--- src/rtl/noc_pkg.sv ---
// Shared NoC types: flit layout, receive FSM states and status counter width.
package noc_pkg;
    localparam int ERR_CNT_W    = 16;
    localparam int NOC_FLIT_W   = 32;
    localparam int NOC_ADDR_W   = 8;
    localparam int NOC_CREDIT_W = 4;

    typedef struct packed {
        logic [NOC_FLIT_W-1:0] data;
        logic [NOC_ADDR_W-1:0] src;
        logic [NOC_ADDR_W-1:0] dst;
        logic                  head;
        logic                  tail;
    } noc_flit_t;

    typedef enum logic [1:0] {
        IDLE = 2'd0,
        FWD  = 2'd1,
        DROP = 2'd2
    } noc_rx_state_e;
endpackage

--- src/rtl/noc_if.sv ---
// Flit link between a router and an endpoint, with credit return path.
interface noc_if #(
    parameter int FLIT_WIDTH = 32,
    parameter int ADDR_WIDTH = 8
);
    import noc_pkg::*;

    logic                    flit_valid;
    logic [FLIT_WIDTH-1:0]   flit_data;
    logic [ADDR_WIDTH-1:0]   src_addr;
    logic [ADDR_WIDTH-1:0]   dst_addr;
    logic                    head_flit;
    logic                    tail_flit;
    logic                    flit_ready;
    logic                    credit_valid;
    logic [NOC_CREDIT_W-1:0] credit_count;

    modport receiver (
        input  flit_valid, flit_data, src_addr, dst_addr, head_flit, tail_flit,
        output flit_ready, credit_valid, credit_count
    );

    modport sender (
        output flit_valid, flit_data, src_addr, dst_addr, head_flit, tail_flit,
        input  flit_ready, credit_valid, credit_count
    );
endinterface

--- src/rtl/noc_flit_fifo.sv ---
// Synchronous FIFO with registered pointers; read data is the current head entry.
module noc_flit_fifo #(
    parameter type T     = logic [7:0],
    parameter int  DEPTH = 8,
    localparam int PTR_W = $clog2(DEPTH),
    localparam int CNT_W = $clog2(DEPTH + 1)
) (
    input  logic             clk,
    input  logic             rst_n,
    input  logic             push,
    input  T                 wr_data,
    input  logic             pop,
    output T                 rd_data,
    output logic             full,
    output logic             empty,
    output logic [CNT_W-1:0] count
);
    T               mem [DEPTH];
    logic [PTR_W-1:0] wr_ptr;
    logic [PTR_W-1:0] rd_ptr;

    // DEPTH is a power of two, so pointers wrap naturally.
    always_ff @(posedge clk or negedge rst_n) begin
        if (!rst_n) begin
            wr_ptr <= '0;
            rd_ptr <= '0;
            count  <= '0;
        end else begin
            if (push) wr_ptr <= wr_ptr + 1'b1;
            if (pop)  rd_ptr <= rd_ptr + 1'b1;
            count <= count + CNT_W'(push) - CNT_W'(pop);
        end
    end

    always_ff @(posedge clk) begin
        if (push) mem[wr_ptr] <= wr_data;
    end

    assign rd_data = mem[rd_ptr];
    assign full    = (count == CNT_W'(DEPTH));
    assign empty   = (count == '0);
endmodule

--- src/rtl/noc_rx_endpoint.sv ---
// NoC receive endpoint: buffers flits, filters by destination, checks framing, returns credits.
//   state | meaning
//   IDLE  | waiting for a head flit at the FIFO front
//   FWD   | forwarding body flits of a local packet
//   DROP  | silently discarding the rest of a non-local packet
module noc_rx_endpoint
    import noc_pkg::*;
#(
    parameter int FLIT_WIDTH   = 32,
    parameter int ADDR_WIDTH   = 8,
    parameter int LOCAL_ADDR   = 0,
    parameter int FIFO_DEPTH   = 8,
    parameter int CREDIT_BATCH = 4
) (
    input  logic                  clk,
    input  logic                  rst_n,
    noc_if.receiver               noc,
    output logic                  pkt_valid,
    input  logic                  pkt_ready,
    output logic [FLIT_WIDTH-1:0] pkt_data,
    output logic [ADDR_WIDTH-1:0] pkt_src,
    output logic                  pkt_first,
    output logic                  pkt_last,
    output logic                  pkt_abort,
    output logic [ERR_CNT_W-1:0]  err_misroute_cnt,
    output logic [ERR_CNT_W-1:0]  err_framing_cnt
);
    localparam int CNT_W = $clog2(FIFO_DEPTH + 1);

    typedef struct packed {
        logic [FLIT_WIDTH-1:0] data;
        logic [ADDR_WIDTH-1:0] src;
        logic [ADDR_WIDTH-1:0] dst;
        logic                  head;
        logic                  tail;
    } flit_t;

    flit_t             wr_flit;
    flit_t             hd;
    logic              fifo_full;
    logic              fifo_empty;
    logic [CNT_W-1:0]  fifo_count;
    logic [CNT_W-1:0]  count_next;
    logic              push;
    logic              pop;

    noc_rx_state_e     state;
    noc_rx_state_e     state_next;
    logic              vld;
    logic              first;
    logic              last;
    logic              abort;
    logic              frm_inc;
    logic              mis_inc;
    logic [ADDR_WIDTH-1:0]   src_q;
    logic [NOC_CREDIT_W-1:0] acc;
    logic [NOC_CREDIT_W-1:0] next_acc;
    logic                    credit_valid_q;
    logic [NOC_CREDIT_W-1:0] credit_count_q;

    assign wr_flit = '{data: noc.flit_data, src: noc.src_addr, dst: noc.dst_addr,
                       head: noc.head_flit, tail: noc.tail_flit};
    assign noc.flit_ready = rst_n && !fifo_full;
    assign push = noc.flit_valid && noc.flit_ready;

    noc_flit_fifo #(.T(flit_t), .DEPTH(FIFO_DEPTH)) u_fifo (
        .clk     (clk),
        .rst_n   (rst_n),
        .push    (push),
        .wr_data (wr_flit),
        .pop     (pop),
        .rd_data (hd),
        .full    (fifo_full),
        .empty   (fifo_empty),
        .count   (fifo_count)
    );

    always_comb begin
        pop        = 1'b0;
        vld        = 1'b0;
        first      = 1'b0;
        last       = 1'b0;
        abort      = 1'b0;
        frm_inc    = 1'b0;
        mis_inc    = 1'b0;
        state_next = state;
        if (!fifo_empty) begin
            unique case (state)
                IDLE: begin
                    if (!hd.head) begin
                        pop     = 1'b1;
                        frm_inc = 1'b1;
                    end else if (hd.dst != ADDR_WIDTH'(LOCAL_ADDR)) begin
                        pop     = 1'b1;
                        mis_inc = 1'b1;
                        if (!hd.tail) state_next = DROP;
                    end else begin
                        vld   = 1'b1;
                        first = 1'b1;
                        last  = hd.tail;
                        pop   = pkt_ready;
                        if (pkt_ready && !hd.tail) state_next = FWD;
                    end
                end
                FWD: begin
                    // A new head while forwarding truncates the packet; the head stays queued.
                    if (hd.head) begin
                        abort      = 1'b1;
                        frm_inc    = 1'b1;
                        state_next = IDLE;
                    end else begin
                        vld  = 1'b1;
                        last = hd.tail;
                        pop  = pkt_ready;
                        if (pkt_ready && hd.tail) state_next = IDLE;
                    end
                end
                DROP: begin
                    if (hd.head) begin
                        state_next = IDLE;
                    end else begin
                        pop = 1'b1;
                        if (hd.tail) state_next = IDLE;
                    end
                end
                default: state_next = IDLE;
            endcase
        end
    end

    assign count_next = fifo_count + CNT_W'(push) - CNT_W'(pop);
    assign next_acc   = acc + NOC_CREDIT_W'(pop);

    always_ff @(posedge clk or negedge rst_n) begin
        if (!rst_n) begin
            state            <= IDLE;
            src_q            <= '0;
            err_misroute_cnt <= '0;
            err_framing_cnt  <= '0;
            acc              <= '0;
            credit_valid_q   <= 1'b0;
            credit_count_q   <= '0;
        end else begin
            state <= state_next;
            if (vld && first && pkt_ready) src_q <= hd.src;
            if (mis_inc && err_misroute_cnt != '1) err_misroute_cnt <= err_misroute_cnt + 1'b1;
            if (frm_inc && err_framing_cnt != '1)  err_framing_cnt  <= err_framing_cnt + 1'b1;
            // Flush a partial batch once the buffer drains so no credit is stranded.
            if (next_acc >= NOC_CREDIT_W'(CREDIT_BATCH) || (next_acc != '0 && count_next == '0)) begin
                credit_valid_q <= 1'b1;
                credit_count_q <= next_acc;
                acc            <= '0;
            end else begin
                credit_valid_q <= 1'b0;
                acc            <= next_acc;
            end
        end
    end

    assign noc.credit_valid = credit_valid_q;
    assign noc.credit_count = credit_count_q;

    assign pkt_valid = vld;
    assign pkt_first = first;
    assign pkt_last  = last;
    assign pkt_abort = abort;
    assign pkt_data  = vld ? hd.data : '0;
    assign pkt_src   = !vld ? '0 : (state == IDLE ? hd.src : src_q);
endmodule

--- src/flat_wrapper.sv ---
// flat-port wrapper written by rule: the top's interface ports become plain ports
module noc_rx_endpoint_flat import noc_pkg::*;
#(
    parameter int FLIT_WIDTH   = 32,
    parameter int ADDR_WIDTH   = 8,
    parameter int LOCAL_ADDR   = 0,
    parameter int FIFO_DEPTH   = 8,
    parameter int CREDIT_BATCH = 4
)
  (clk, rst_n, pkt_valid, pkt_ready, pkt_data, pkt_src, pkt_first, pkt_last, pkt_abort, err_misroute_cnt, err_framing_cnt, noc_flit_valid, noc_flit_data, noc_src_addr, noc_dst_addr, noc_head_flit, noc_tail_flit, noc_flit_ready, noc_credit_valid, noc_credit_count);
  noc_if #(.FLIT_WIDTH(FLIT_WIDTH), .ADDR_WIDTH(ADDR_WIDTH)) noc_i ();
  input  logic clk;
  input  logic rst_n;
  output logic pkt_valid;
  input  logic pkt_ready;
  output logic [FLIT_WIDTH-1:0] pkt_data;
  output logic [ADDR_WIDTH-1:0] pkt_src;
  output logic pkt_first;
  output logic pkt_last;
  output logic pkt_abort;
  output logic [ERR_CNT_W-1:0] err_misroute_cnt;
  output logic [ERR_CNT_W-1:0] err_framing_cnt;
  input wire logic [$bits(noc_i.flit_valid)-1:0] noc_flit_valid;
  input wire logic [$bits(noc_i.flit_data)-1:0] noc_flit_data;
  input wire logic [$bits(noc_i.src_addr)-1:0] noc_src_addr;
  input wire logic [$bits(noc_i.dst_addr)-1:0] noc_dst_addr;
  input wire logic [$bits(noc_i.head_flit)-1:0] noc_head_flit;
  input wire logic [$bits(noc_i.tail_flit)-1:0] noc_tail_flit;
  output wire logic [$bits(noc_i.flit_ready)-1:0] noc_flit_ready;
  output wire logic [$bits(noc_i.credit_valid)-1:0] noc_credit_valid;
  output wire logic [$bits(noc_i.credit_count)-1:0] noc_credit_count;
  assign noc_i.flit_valid = noc_flit_valid;
  assign noc_i.flit_data = noc_flit_data;
  assign noc_i.src_addr = noc_src_addr;
  assign noc_i.dst_addr = noc_dst_addr;
  assign noc_i.head_flit = noc_head_flit;
  assign noc_i.tail_flit = noc_tail_flit;
  assign noc_flit_ready = noc_i.flit_ready;
  assign noc_credit_valid = noc_i.credit_valid;
  assign noc_credit_count = noc_i.credit_count;
  noc_rx_endpoint #(.FLIT_WIDTH(FLIT_WIDTH), .ADDR_WIDTH(ADDR_WIDTH), .LOCAL_ADDR(LOCAL_ADDR), .FIFO_DEPTH(FIFO_DEPTH), .CREDIT_BATCH(CREDIT_BATCH)) u_core (.clk(clk), .rst_n(rst_n), .noc(noc_i), .pkt_valid(pkt_valid), .pkt_ready(pkt_ready), .pkt_data(pkt_data), .pkt_src(pkt_src), .pkt_first(pkt_first), .pkt_last(pkt_last), .pkt_abort(pkt_abort), .err_misroute_cnt(err_misroute_cnt), .err_framing_cnt(err_framing_cnt));
endmodule
--- config.mk ---
export PLATFORM = sky130hd
export DESIGN_NAME = noc_rx_endpoint_flat
export DESIGN_NICKNAME = d
export VERILOG_FILES = /design/src/rtl/noc_pkg.sv /design/src/rtl/noc_if.sv /design/src/rtl/noc_flit_fifo.sv /design/src/rtl/noc_rx_endpoint.sv /design/src/flat_wrapper.sv
export SDC_FILE = /design/constraint.sdc
export NUM_CORES = 1
export LEC_CHECK = 0
export ABC_CLOCK_PERIOD_IN_PS = 11100
export CAP_MARGIN = 20
export CORE_MARGIN = 2
export CORE_UTILIZATION = 30
export CTS_CLUSTER_SIZE = 28
export DETAILED_ROUTE_END_ITERATION = 16
export SETUP_SLACK_MARGIN = 0.4
export SLEW_MARGIN = 20
export SYNTH_ARGS = -nofsm -noshare
export SYNTH_HDL_FRONTEND = slang
export SYNTH_SLANG_ARGS = --single-unit
--- constraint.sdc ---
create_clock -name clk -period 11.1 [get_ports clk]
set_clock_uncertainty 0.15 [all_clocks]
set_input_delay 2.22 -clock clk [delete_from_list [all_inputs] [get_ports clk]]
set_output_delay 2.22 -clock clk [all_outputs]
set_load 0.02 [all_outputs]
== Yosys cells after proc, flatten, opt, wreduce, memory -nomap -nowiden ==
Memories as Yosys holds them, arrays and structs flattened.
Index checks and enable logic that the tools add are counted.

* Memories kept: 1
* Bits of input ports: 54
* RAM bits: 400
* Logic and storage cells: 90
* Flip-flop bits (word level): 61

{| class="wikitable"
|+ Memories
! name !! words !! bits a word !! read ports !! clocked after memory_dff !! wr ports !! RTL line !! source
|-
| u_core.u_fifo.mem || 8 || 50 || 1 || 0 || 1 || noc_flit_fifo.sv:18 || <nowiki>T mem [DEPTH];</nowiki>
|}

* Bitwise logic cells: 1
* Mux-type cells: 42
* Equal/unequal tests: 10
* $add $sub $neg: 7
* Reductions and logical operators: 18
* Order comparisons: 1

{| class="wikitable"
|+ Operators with widths
! operator !! number
|-
| adder 16 x 1 -> 16 bit, second input constant || 2
|-
| 2-to-1 mux 32 bit || 1
|-
| != test 16 bit, second input constant || 2
|-
| 2-to-1 mux 1 bit || 25
|-
| 2-to-1 mux 2 bit || 8
|-
| 2-to-1 mux 8 bit || 2
|-
| logical AND 1 bit || 9
|-
| != test 3 x 1 -> 1 bit, second input constant || 3
|-
| adder 4 x 1 -> 4 bit || 2
|-
| logical NOT 4 bit || 2
|-
| nonzero test 8 bit || 1
|-
| adder 3 x 1 -> 3 bit, second input constant || 2
|-
| case mux 1 bit (2 select lines) || 3
|-
| case mux 2 bit (3 select lines) || 1
|-
| AND reduction 6 bit || 1
|-
| equality test 4 bit, second input constant || 1
|-
| >= comparator 4 x 3 -> 1 bit, second input constant || 1
|-
| 2-to-1 mux 4 bit || 1
|-
| nonzero test 4 bit || 1
|-
| subtractor 4 x 1 -> 4 bit || 1
|-
| != test 3 bit, second input constant || 1
|-
| case mux 1 bit (3 select lines) || 1
|-
| equality test 2 x 1 -> 1 bit, second input constant || 1
|-
| equality test 2 bit, second input constant || 1
|-
| 5 further kinds || 6
|}

== Longest topological paths before layout ==
An unclocked memory read counts as a cell.

* Word-level depth: 11
* Depth in mapped cells: 17

== Cells and area by module ==
From an unflattened synthesis, not the netlist that was laid out.

* Cells, all modules: 950
* Area total of the unflattened synthesis: 19004.5 um^2

{| class="wikitable"
|+ By module, submodules not included
! module !! area an instance (um^2) !! cells an instance !! instances !! seq. area each (um^2)
|-
| noc_flit_fifo || 15871.5 || 632 || 1 || 12261.8
|-
| noc_rx_endpoint || 3133.0 || 318 || 1 || 1276.2
|}

== Worst setup path after synthesis ==
OpenSTA, ideal clock, no wires.

* Path kind: in2reg
* Start: input rst_n
* End: memory u_core.u_fifo.mem[4][0] (netlist name) (enable)
* Path buffers: 0
* Path slack: 1953 ps
* Arrival time: 8397 ps
* Data required time: 10350 ps
* Library setup time: 600 ps
* Stages: 4
* Cell sequence: a21boi_0 > and2_1 > inv_1 > nor4b_1

* Cells in the longest elaborated chain, start to end: 4

{| class="wikitable"
|+ Ends and longest elaborated chain
! item !! RTL line !! source
|-
| from (decl) || flat_wrapper.sv:13 || <nowiki>input logic rst_n;</nowiki>
|-
| logical AND 1 bit || noc_rx_endpoint.sv:63 || <nowiki>assign noc.flit_ready = rst_n && !fifo_full;</nowiki>
|-
| logical AND 1 bit || noc_rx_endpoint.sv:64 || <nowiki>assign push = noc.flit_valid && noc.flit_ready;</nowiki>
|-
| 2-to-1 mux 1 bit || noc_flit_fifo.sv:36 || <nowiki>if (push) mem[wr_ptr] <= wr_data;</nowiki>
|-
| 2-to-1 mux 1 bit (implied by the code) || noc_flit_fifo.sv:36 ||
|-
| to (decl) || noc_flit_fifo.sv:18 ||
|}

Every way passes these cells.

== Worst setup path in the final report ==
* Start: register u_core.u_fifo.rd_ptr[1]
* End: output pkt_data[30]

* Cells in the longest elaborated chain, start to end: 7
* Elaborated cells between the ends (all ways): 8

{| class="wikitable"
|+ Ends and longest elaborated chain
! item !! RTL line !! source
|-
| from (decl) || noc_flit_fifo.sv:20 || <nowiki>logic [PTR_W-1:0] rd_ptr;</nowiki>
|-
| from (signal assigned) || noc_flit_fifo.sv:30 || <nowiki>if (pop) rd_ptr <= rd_ptr + 1'b1;</nowiki>
|-
| memory (8 x 50 bit) * || n/a ||
|-
| nonzero test 8 bit || noc_rx_endpoint.sv:93 || <nowiki>end else if (hd.dst != ADDR_WIDTH'(LOCAL_ADDR)) begin</nowiki>
|-
| 2-to-1 mux 1 bit || noc_rx_endpoint.sv:93 ||
|-
| 2-to-1 mux 1 bit || noc_rx_endpoint.sv:90 || <nowiki>if (!hd.head) begin</nowiki>
|-
| case mux 1 bit (2 select lines) || noc_rx_endpoint.sv:88 || <nowiki>unique case (state)</nowiki>
|-
| 2-to-1 mux 1 bit || noc_rx_endpoint.sv:87 || <nowiki>if (!fifo_empty) begin</nowiki>
|-
| 2-to-1 mux 32 bit * || noc_rx_endpoint.sv:167 || <nowiki>assign pkt_data = vld ? hd.data : '0;</nowiki>
|-
| to (decl) || flat_wrapper.sv:16 || <nowiki>output logic [FLIT_WIDTH-1:0] pkt_data;</nowiki>
|}

Mark *: on every way between the ends. The rest lies on a longest branch, timed or not.

==> PnR_summary.wiki <==
{| class="wikitable"
! Metric !! Value
|-
| Outcome || finished, final reports clean
|-
| Number of antenna violations at the first check in global routing || 3
|-
| Synth area leaders || sky130_fd_sc_hd__edfxtp_1 67%, sky130_fd_sc_hd__mux4_2 10%, sky130_fd_sc_hd__dfrtp_1 8.5%
|-
| Clock period minus worst slack || ~7200 ps
|-
| Wire length per cell after detailed routing || 19.9 um
|-
| CTS tree || yes
|-
| Count of boundary I/O pins || between 100 and 150
|-
| Post-synth top cells || 400 x sky130_fd_sc_hd__edfxtp_1, 82 x sky130_fd_sc_hd__mux4_2, 61 x sky130_fd_sc_hd__dfrtp_1, 61 x sky130_fd_sc_hd__nor2_1, 52 x sky130_fd_sc_hd__mux2i_1
|-
| Routability cong. || 0.730
|-
| Post-synth top flop || sky130_fd_sc_hd__edfxtp_1
|-
| Clock net sink count || 461
|-
| Type of origin of the critical path || flip-flop
|-
| Rows || 89
|-
| Worst hold-check path type || flip-flop to flip-flop
|-
| Static power due to leakage || 0.00723 uW
|-
| Clock input transition at the sequential cells of the worst setup and hold paths || 60 ps
|-
| Count of cells along the worst register-to-register path || 16
|-
| Top cell type by total area after synthesis || sky130_fd_sc_hd__edfxtp_1
|-
| CP Data Required Time || 8730 ps
|-
| Cells after Synth || between 900 and 1000
|-
| Critical hold path startpoint || u_core.noc.credit_count[2]
|-
| Area of the die || 0.0617 mm2
|-
| Gates resized, CTS repair || 0
|-
| Fraction of final layout cells sized beyond drive strength 1 || about 17%
|-
| Number of routed nets with antenna violations || 0
|-
| Nets@finish || around 1200
|-
| Root buffer selected by CTS || sky130_fd_sc_hd__clkbuf_16
|-
| Detailed Route Iter0 Violations || between 600 and 700
|-
| FF+latch count, synth || 461
|-
| Hold buffers post-CTS || 0
|-
| Number of logic stages on the critical path including buffering || 9
|-
| Overflow after GRT || 0
|-
| Worst-Margin Slew || 951 ps
|-
| Vertical die dimension || 248 um
|-
| Post-Synthesis Cell Area || 0.0179 mm2
|-
| Setup violations, final || 0
|-
| Worst Hold Depth || 2
|-
| Post-CTS setup repair buffer count || 0
|-
| Buffer depth of the longest clock path || 3
|-
| Buffers and inverters on the worst path || 4
|-
| Ys Warns || 0
|-
| Max-slew violation count || 0
|-
| Total power draw || around 5400 uW
|-
| Detailed-route via count || 8925
|-
| Kind of cell with the highest combined delay on the critical path || buffers and inverters
|-
| Maximum vdd drop || 152 uV
|-
| CTS HTree Levels || 2
|-
| Library cell with the highest instance count after synthesis || sky130_fd_sc_hd__edfxtp_1
|-
| Sum of net half-perimeters after detailed placement || about 21 mm
|-
| Total detailed-routing wirelength || 37.9 mm
|-
| Crit path cell chain || buf_4, inv_1, a41oi_1, o21ai_0, o32ai_4, o22a_2, buf_4, nor2_1, clkdlybuf4s50_1
|-
| Largest net degree at the start of global routing || 63
|-
| Post-synthesis average cell area || about 19 um2
|-
| Inserted Clock Buffers || 49
|-
| Setup repair after global routing missed its margin || false
|-
| Source-to-sink clock delay at the later pin of the worst-skew pair || 590 ps
|-
| Die boundary width || between 200 and 250 um
|-
| Number of hold violations in the final report || 0
|-
| Seq/Total Area, Yosys || 75.5%
|-
| Vias per inst || around 4.7
|-
| Initial standard-cell utilization of the core || between 30% and 40%
|-
| Number of enable-type register cells in the synthesized netlist || 400
|-
| Launch instance of the worst register-to-register path || u_core.u_fifo.rd_ptr[1]
|-
| Tcrit/Tclk final || between 60% and 70%
|-
| Core Footprint || 0.0590 mm2
|-
| Total of buffers placed on input and output ports || about 140
|-
| DRC viols || 0
|-
| Share of flip-flops with an asynchronous set or reset || 13.2%
|-
| Slowest cell delay on critical path || 790 ps
|-
| Worst-path fanout max || between 50 and 60
|-
| Proportion of netlist area held by the largest area contributor || 67.0%
|-
| Cell occurring most often along the worst timing path || sky130_fd_sc_hd__buf_4
|-
| Setup Crit Path Kind || flip-flop to output port
|-
| Number of global-route vias before repair || between 9000 and 10000
|-
| TritonRoute pass-1 iters || 7
|-
| Cell count after placement || around 1800
|-
| Achievable clock frequency || about 140 MHz
|-
| Netlist cell types || 52
|-
| Number of violations of the max-capacitance limit || 0
|-
| Power density over the cells || 248 mW/mm2
|-
| Overall global routing resource usage || 12.2%
|-
| Post-Route Setup TNS || 0 ps
|-
| Signal arrival time at the worst endpoint || 4800 ps
|-
| Worst slew slack as a fraction of its limit || a little over a third
|-
| Slowest cell on crit path || sky130_fd_sc_hd__dfrtp_4
|-
| Global-route wire length before repair || between 50 and 60 mm
|-
| Area growth from synthesis to layout || 21.8%
|-
| Critical Path Start || u_core.u_fifo.rd_ptr[1]
|-
| Kind of capture point of the worst setup path || output port
|-
| Final instance count without filler cells || 1903
|}
[worst paths after layout]
| kind | to | slack (ps) |
|---|---|---|
| min in group asynchronous | u_core.err_framing_cnt[5] | 1630 |
| max in group asynchronous | u_core.u_fifo.rd_ptr[1] | 8500 |
| min reg2reg | u_core.noc.credit_count[2] | 330 |
| min | u_core.noc.credit_count[2] | 330 |
| max reg2reg | u_core.noc.credit_count[1] | 5610 |
| max | pkt_data[30] | 3930 |
[sequential cells by signal, indices dropped and copies added, names as in the netlist]
| name | flops |
|---|---|
| u_core.acc | 4 |
| u_core.err_framing_cnt | 16 |
| u_core.err_misroute_cnt | 16 |
| u_core.noc.credit_count | 4 |
| u_core.noc.credit_valid | 1 |
| u_core.src_q | 8 |
| u_core.state | 2 |
| u_core.u_fifo.count | 4 |
| u_core.u_fifo.mem | 400 |
| u_core.u_fifo.rd_ptr | 3 |
| u_core.u_fifo.wr_ptr | 3 |
[routing by layer]
layer | up-vias | part of all wire, % | global-route usage (%)
li1 | 4012 | - | -
met4 | 6 | 2.2 | 3.85
met2 | 243 | 47 | 19.5
met1 | 4607 | 45 | 16.7
met3 | 57 | 5.1 | 2.63
met5 | - | 0.12 | 0
[cell usage in the layout (no fill, tap or decap), types with 4 or more instances in the layout]
cell type,netlist,final
sky130_fd_sc_hd__edfxtp_1,400,400
sky130_fd_sc_hd__clkdlybuf4s50_1,0,134
sky130_fd_sc_hd__mux4_2,82,82
sky130_fd_sc_hd__nor2_1,61,60
sky130_fd_sc_hd__dfrtp_1,61,58
sky130_fd_sc_hd__mux2i_1,52,52
sky130_fd_sc_hd__clkbuf_16,0,49
sky130_fd_sc_hd__xnor2_1,32,32
sky130_fd_sc_hd__nand2_1,26,26
sky130_fd_sc_hd__nand3_1,23,23
sky130_fd_sc_hd__inv_1,22,22
sky130_fd_sc_hd__buf_4,0,16
sky130_fd_sc_hd__nand4_1,13,13
sky130_fd_sc_hd__and3_1,13,13
sky130_fd_sc_hd__nor4_1,14,13
sky130_fd_sc_hd__ha_1,12,12
sky130_fd_sc_hd__clkinv_2,0,11
sky130_fd_sc_hd__clkbuf_1,21,10
sky130_fd_sc_hd__clkinv_1,0,9
sky130_fd_sc_hd__a211oi_1,8,8
sky130_fd_sc_hd__and2_1,6,6
sky130_fd_sc_hd__xor2_1,5,5
sky130_fd_sc_hd__mux2_2,4,4
sky130_fd_sc_hd__a21oi_1,4,4
[logic make-up after synthesis]
family | synth area share, %
mux | 13.7
fa+ha+maj | 0.949
xor+xnor | 1.81
buf+inv | 1.47
other cells | 0.0209
flops | 75.5
simple gates | 4.91
compound gates | 1.65
[worst min-delay path, stage by stage (launching register included)]
cell                      delay [ps]
sky130_fd_sc_hd__dfrtp_1         340
sky130_fd_sc_hd__nand2_1          50
sky130_fd_sc_hd__nand2_1          60
[through the flow]
| stage | hold slack, ps | setup WS, ps | util [%] | area (um2) |
|---|---|---|---|---|
| final | 335 | 3930 | 37.0 | 21800 |
| after global routing | 353 | 3550 | 37.0 | 21800 |
| after CTS | 340 | 3760 | 37.0 | 21800 |
| after detailed placement | 326 | 4420 | 34.3 | 20300 |
| after global placement | 326 | 4530 | 34.3 | 20300 |
| after floorplan | 344 | 1950 | - | 17900 |
[final cells by class]
| type | count | area, um2 |
|---|---|---|
| Clock inverter | 30 | 279 |
| Sequential cell | 461 | 13500 |
| Clock buffer | 61 | 1290 |
| Inverter | 22 | 82.6 |
| Tap cell | 773 | 967 |
| Multi-Input combinational cell | 404 | 4190 |
| Timing Repair Buffer | 151 | 1470 |
| Antenna cell | 1 | 2.50 |
| Fill cell | 5462 | 37200 |
[power breakdown]
part           internal [uW]  total [uW]  switching (uW)
sequential              2070        2240             170
clock                    904        1580             672
combinational            740        1600             862
Power figures use the tool's default switching activity.
